===== src/rtl/alu_pkg.sv =====
`default_nettype none
// ============================================================================
// Module   : alu_pkg
// Purpose  : Shared definitions for the ALU front end: op codes, the grounded
//            op value driven while idle, FSM state encoding, error-bit indices
//            and small op-classification helpers.
// Ports    : none (package)
// Revision : 1.0  initial release
// ============================================================================
package alu_pkg;

   localparam logic [3:0] OP_ADD    = 4'd0;
   localparam logic [3:0] OP_MOD    = 4'd1;
   localparam logic [3:0] OP_DIV    = 4'd2;
   localparam logic [3:0] OP_MUL    = 4'd4;
   localparam logic [3:0] OP_SUB    = 4'd8;
   localparam logic [3:0] OP_GROUND = 4'b0011;

   localparam logic [1:0] IDLE = 2'd0;
   localparam logic [1:0] EXEC = 2'd1;
   localparam logic [1:0] RESP = 2'd2;

   localparam int ERR_DZ  = 1;
   localparam int ERR_OVF = 0;

   function automatic logic op_is_legal(input logic [3:0] op);
      case (op)
         OP_ADD, OP_MOD, OP_DIV, OP_MUL, OP_SUB: return 1'b1;
         default:                                return 1'b0;
      endcase
   endfunction

   // Only the flag relevant to the op class is reported; illegal ops flag both.
   function automatic logic [1:0] err_select(input logic [3:0] op,
                                             input logic       ovf,
                                             input logic       dz);
      logic [1:0] e;
      e = 2'b00;
      case (op)
         OP_ADD, OP_SUB: e[ERR_OVF] = ovf;
         OP_DIV, OP_MOD: e[ERR_DZ]  = dz;
         OP_MUL:         e          = 2'b00;
         default:        e          = 2'b11;
      endcase
      return e;
   endfunction

endpackage : alu_pkg
`default_nettype wire


===== src/rtl/rr_arb2.sv =====
`default_nettype none
// ============================================================================
// Module   : rr_arb2
// Purpose  : Two-input round-robin grant. A lone requester always wins; on a
//            tie the requester that was not granted last time wins.
// Ports    : valid[1:0]  in   request vector
//            last_grant  in   index of the most recently granted requester
//            grant[1:0]  out  one-hot grant (all zero when nothing requests)
// Revision : 1.0  initial release
// ============================================================================
module rr_arb2 (
   input  logic [1:0] valid,
   input  logic       last_grant,
   output logic [1:0] grant
);

   always_comb begin
      grant    = 2'b00;
      grant[0] = valid[0] & (~valid[1] |  last_grant);
      grant[1] = valid[1] & (~valid[0] | ~last_grant);
   end

endmodule : rr_arb2
`default_nettype wire


===== src/rtl/alu_arbiter.sv =====
`default_nettype none
// ============================================================================
// Module   : alu_arbiter
// Purpose  : Sequential front end sharing one combinational ALU between two
//            requesters. Accepts one command at a time (round-robin), holds
//            the operands on the ALU for SETTLE_CYCLES edges, captures result
//            and error flags, and returns them on a tagged valid/ready port.
// Ports    : clk, rst_n                       clock, sync active-low reset
//            reqN_valid/ready/a/b/op          requester command channels
//            resp_valid/ready/id/result/err   tagged response channel
//            alu_a/alu_b/alu_op               operands driven to the ALU
//            alu_result/overflow/div_zero     ALU outputs
// Revision : 1.0  initial release
// ============================================================================
module alu_arbiter
   import alu_pkg::*;
#(
   parameter int SETTLE_CYCLES = 2,
   parameter int DATA_W        = 16,
   parameter int RES_W         = 32
) (
   input  logic              clk,
   input  logic              rst_n,
   input  logic              req0_valid,
   output logic              req0_ready,
   input  logic [DATA_W-1:0] req0_a,
   input  logic [DATA_W-1:0] req0_b,
   input  logic [3:0]        req0_op,
   input  logic              req1_valid,
   output logic              req1_ready,
   input  logic [DATA_W-1:0] req1_a,
   input  logic [DATA_W-1:0] req1_b,
   input  logic [3:0]        req1_op,
   output logic              resp_valid,
   input  logic              resp_ready,
   output logic              resp_id,
   output logic [RES_W-1:0]  resp_result,
   output logic [1:0]        resp_err,
   output logic [DATA_W-1:0] alu_a,
   output logic [DATA_W-1:0] alu_b,
   output logic [3:0]        alu_op,
   input  logic [RES_W-1:0]  alu_result,
   input  logic              alu_overflow,
   input  logic              alu_div_zero
);

   localparam logic [3:0] CNT_INIT = 4'(SETTLE_CYCLES - 1);

   logic [1:0]        state_q, state_d;
   logic [3:0]        cnt_q, cnt_d;
   logic              last_grant_q, last_grant_d;
   logic              resp_valid_q, resp_valid_d;
   logic              resp_id_q, resp_id_d;
   logic [RES_W-1:0]  resp_result_q, resp_result_d;
   logic [1:0]        resp_err_q, resp_err_d;
   logic [DATA_W-1:0] alu_a_q, alu_a_d;
   logic [DATA_W-1:0] alu_b_q, alu_b_d;
   logic [3:0]        alu_op_q, alu_op_d;

   logic [1:0]        grant;
   logic [1:0]        ready;
   logic              accept;

   rr_arb2 u_arb (
      .valid      ({req1_valid, req0_valid}),
      .last_grant (last_grant_q),
      .grant      (grant)
   );

   // Readies are held low while reset is asserted so nothing appears accepted
   // on an edge where reset wins anyway.
   assign ready      = grant & {2{rst_n && (state_q == IDLE)}};
   assign req0_ready = ready[0];
   assign req1_ready = ready[1];
   assign accept     = |ready;

   // State register (all flops).
   always_ff @(posedge clk) begin
      if (!rst_n) begin
         state_q       <= IDLE;
         cnt_q         <= 4'd0;
         last_grant_q  <= 1'b1;
         resp_valid_q  <= 1'b0;
         resp_id_q     <= 1'b0;
         resp_result_q <= '0;
         resp_err_q    <= 2'b00;
         alu_a_q       <= '0;
         alu_b_q       <= '0;
         alu_op_q      <= OP_GROUND;
      end else begin
         state_q       <= state_d;
         cnt_q         <= cnt_d;
         last_grant_q  <= last_grant_d;
         resp_valid_q  <= resp_valid_d;
         resp_id_q     <= resp_id_d;
         resp_result_q <= resp_result_d;
         resp_err_q    <= resp_err_d;
         alu_a_q       <= alu_a_d;
         alu_b_q       <= alu_b_d;
         alu_op_q      <= alu_op_d;
      end
   end

   // Next-state logic.
   always_comb begin
      state_d = state_q;
      cnt_d   = cnt_q;
      case (state_q)
         IDLE: begin
            if (accept) begin
               state_d = EXEC;
               cnt_d   = CNT_INIT;
            end
         end
         EXEC: begin
            if (cnt_q != 4'd0) cnt_d   = cnt_q - 4'd1;
            else               state_d = RESP;
         end
         RESP: begin
            if (resp_ready) state_d = IDLE;
         end
         default: state_d = IDLE;
      endcase
   end

   // Datapath / output register updates.
   always_comb begin
      last_grant_d  = last_grant_q;
      resp_valid_d  = resp_valid_q;
      resp_id_d     = resp_id_q;
      resp_result_d = resp_result_q;
      resp_err_d    = resp_err_q;
      alu_a_d       = alu_a_q;
      alu_b_d       = alu_b_q;
      alu_op_d      = alu_op_q;
      case (state_q)
         IDLE: begin
            if (accept) begin
               alu_a_d      = grant[1] ? req1_a  : req0_a;
               alu_b_d      = grant[1] ? req1_b  : req0_b;
               alu_op_d     = grant[1] ? req1_op : req0_op;
               last_grant_d = grant[1];
            end
         end
         EXEC: begin
            if (cnt_q == 4'd0) begin
               resp_valid_d  = 1'b1;
               // last_grant always names the owner of the in-flight command.
               resp_id_d     = last_grant_q;
               resp_result_d = op_is_legal(alu_op_q) ? alu_result : '0;
               resp_err_d    = err_select(alu_op_q, alu_overflow, alu_div_zero);
            end
         end
         RESP: begin
            if (resp_ready) begin
               resp_valid_d = 1'b0;
               alu_a_d      = '0;
               alu_b_d      = '0;
               alu_op_d     = OP_GROUND;
            end
         end
         default: begin
            resp_valid_d = 1'b0;
         end
      endcase
   end

   assign resp_valid  = resp_valid_q;
   assign resp_id     = resp_id_q;
   assign resp_result = resp_result_q;
   assign resp_err    = resp_err_q;
   assign alu_a       = alu_a_q;
   assign alu_b       = alu_b_q;
   assign alu_op      = alu_op_q;

endmodule : alu_arbiter
`default_nettype wire


===== config.mk =====
export PLATFORM = sky130hd
export DESIGN_NAME = alu_arbiter
export DESIGN_NICKNAME = d
export VERILOG_FILES = /design/src/rtl/alu_pkg.sv /design/src/rtl/rr_arb2.sv /design/src/rtl/alu_arbiter.sv
export SDC_FILE = /design/constraint.sdc
export NUM_CORES = 1
export LEC_CHECK = 0
export ABC_AREA = 1
export BUFFER_PORTS_ARGS = -buffer_cell sky130_fd_sc_hd__buf_4
export CAP_MARGIN = 20
export CORE_MARGIN = 2
export CORE_UTILIZATION = 49
export DETAILED_ROUTE_END_ITERATION = 8
export GPL_ROUTABILITY_DRIVEN = 0
export MAX_ROUTING_LAYER = met4
export PLACE_DENSITY = 0.82
export SLEW_MARGIN = 40
export SYNTH_ARGS = -nofsm -noshare
export SYNTH_HDL_FRONTEND = slang
export SYNTH_HIERARCHICAL = 1
export SYNTH_SLANG_ARGS = --single-unit
export TNS_END_PERCENT = 100

===== constraint.sdc =====
create_clock -name clk -period 3.6 [get_ports clk]
set_clock_uncertainty 0.15 [all_clocks]
set_input_delay 0.36 -clock clk [delete_from_list [all_inputs] [get_ports clk]]
set_output_delay 0.36 -clock clk [all_outputs]
set_load 0.005 [all_outputs]

==> impl_metrics.tcl <==
set metrics [dict create \
    cap_violations 0 \
    crit_fanout 38 \
    die_y_um 90.6 \
    fillCellCount 606 \
    grtUsageTotal_pct 27.4 \
    yosysSeqAreaShare_pct 43.0 \
    hold_depth 3 \
    final.min_clock_period_ns 2.37 \
    yosysWarnings 6 \
    path_depth 8 \
    period_share_pct 65.7 \
    grt_pass1_vias 3814 \
    postSynthNetCount 619 \
    die_w_um 90.6 \
    critPathKind "reg -> reg" \
    crit_chain "a21boi_2 > buf_4 > nand3_1 > nand3_2 > buf_4 > nand3_1 > nand2_1 > nor2_1" \
    start_util_pct 50.7 \
    cp-endpoint "alu_a[0]" \
    antenna_found_initial 0 \
    p_sw_uw 819 \
    clock_latency_ns 0.35 \
    hold-worst-slack_ns 0.0798 \
    cts_tree "yes" \
    synth_largest_area_cell "dfxtp_1" \
    ant_nets 0 \
    dieArea_mm2 0.00822 \
    firstDrtPassIters 4 \
    register_area_mm2 0.00158 \
    core_region_area_mm2 0.00725 \
    finalPower_mw 2.46 \
    power.density_mw_per_mm2 472 \
    r2r_slack_ns 1.23 \
    syn_area_mm2 0.00368 \
    hp-class "in -> reg" \
    setup_tns_ns 0 \
    dpl.hpwl_mm 7.69 \
    power.internal_mw 1.64 \
    hold_viol 0 \
    final_max_slew_viol_count 0 \
    grt_pass1_wl_mm 18.0 \
    cts.clk_slew.worst_paths_ns 0.09 \
    area_delta_synth_final_pct 41.5 \
    cp_top_family "simple AND/OR/NAND/NOR gates" \
    crit_buf_inv 2 \
    numPortBuffers 184 \
    clkSinkCount 79 \
    dp_slack_ns 1.12 \
    cp_slowest_cell "nand3_2" \
    cts_buffers 9 \
    viasPerCell 5.25 \
    diodes 0 \
    combPwrFrac_pct 31.5 \
    reg2reg_to "alu_a[0]" \
    vias 4031 \
    rows 31 \
    synth_top_area_share_pct 43.0 \
    syn_area_per_cell_um2 7.26 \
    setup_violations 0 \
    hold_start "alu_result[14]" \
    critPathRequiredTime_ns 3.69 \
    overflow 0 \
    fin_nets 776 \
    cts_max_level 3 \
    start_kind "register" \
    synth_seq_cells 79 \
    routed_wirelength_mm 11.0 \
    fmax_mhz 423 \
    cts_root_buf "clkbuf_8" \
    drcViolationCount 0 \
    cp-startpoint "last_grant_q" \
    rsz0062_at_grt "false" \
    p_seq_share_pct 43.8 \
    clockPowerShare_pct 24.7 \
    fin_util_pct 71.8 \
    slew-limit-headroom_pct 51.7 \
    cp_data_arrival_time_ns 2.46 \
    multi_input_area_mm2 0.00184 \
    p_leak_nw 2.52 \
    ys_types 20 \
    cts_resized 0 \
    drt-wirelength-per-cell_um 14.3 \
    end_kind "register" \
    irDropWorstVdd_uv 253 \
    cts_hold_buf 0 \
    drtIter0Drc 146 \
    cpPeakStageDelay_ns 0.43 \
    grt_max_degree 74 \
    boundaryPins 185 \
    synth_cells 507 \
    r2r_start "last_grant_q" \
    outcome "complete, no violations" \
    swShare_pct 33.3 \
    tightest_slew_ns 0.724 \
    worst_slack_ns 1.23 \
    r2r_cells 8 \
    post_cts_buffers 0 \
    drive_gt1_share_pct 36.9 \
    synth_area_leaders "dfxtp_1 43%, a21oi_1 9.8%, nor2_1 8.7%" \
    cts-root-to-sink-buffers 2 \
]
per-layer routing:
metal	vias up	GRT usage (%)	part of all wire, %
met1	1867	32.3	41
li1	2023	-	-
met5	-	-	0
met3	27	3.51	4.1
met2	114	46.6	52
met4	0	12.8	3.1
power groups by stage:
stage | clock, mW | sequential [mW] | combinational [mW]
detailed placement | 0 | 1.09 | 0.772
floorplan | 0 | 1.09 | 0.413
global placement | 0 | 1.09 | 0.744
finish | 0.608 | 1.08 | 0.774
global route | 0.656 | 1.09 | 0.860
CTS | 0.614 | 1.08 | 0.776
per-stage QoR:
step / std cells / instance area, µm²
floorplan: 507 / 3680
global placement: 752 / 5020
detailed placement: 752 / 5030
CTS: 768 / 5200
global route: 768 / 5200
finish: 768 / 5200
tightest hold or removal path, delay by kind of cell:
kind	cells	cell delay [ns]
AO/OA/AOI/OAI	1	0.05
buffers and inverters	1	0.08
AND/OR/NAND/NOR	1	0.07
layout make-up:
class	count	share of cell area, %
Clock buffer	9	2.38
Tap cell	99	2.38
Inverter	15	1.08
Clock inverter	7	1.06
Sequential cell	79	30.4
Multi-Input combinational cell	369	35.3
Timing Repair Buffer	190	27.4
placed cells by master (no fill, tap or decap), drive strengths merged:
master,count
nand3,50
o211ai,34
buf,190
inv,17
nor2,85
nand2,51
clkinv,3
dfxtp,79
a21oi,73
clkbuf,9
or2,35
o21ai,37
nor3,1
a21boi,1
ha,1
clkinvlp,2
o211a,1
state kept, by name, summed over array words and instances (netlist names), 2 cells and up:
signal / cells
state_q: 2
alu_a: 16
alu_op: 4
cnt_q: 4
alu_b: 16
resp_err: 2
resp_result: 32
Yosys cell counts:
cell and number:
inv_1 14, nand3_2 1, o211ai_1 34, ha_1 1, a21boi_2 1, buf_1 2
nand2_1 51, o211a_1 1, nor2_1 85, a21oi_2 1, o21ai_0 37, inv_2 1
dfxtp_1 79, clkbuf_1 8, or2_2 34, or2_1 1, buf_2 34, a21oi_1 72
nor3_1 1, nand3_1 49
worst min-delay path by stage:
stage,end
2_1_floorplan,cnt_q[3]
3_3_place_gp,alu_a[11]
3_5_place_dp,alu_b[2]
4_1_cts,resp_result[14]
5_1_grt,resp_result[12]
6_report,resp_result[14]
logic make-up after synthesis:
| group | after synthesis | share of synthesized area, % |
|---|---|---|
| adder cells (fa/ha/maj) | 1 | 0.340 |
| flip-flops | 79 | 43.0 |
| AND/OR/NAND/NOR | 222 | 26.9 |
| buffers and inverters | 59 | 7.18 |
| AO/OA/AOI/OAI | 146 | 22.6 |
Power figures use the tool's default switching activity.
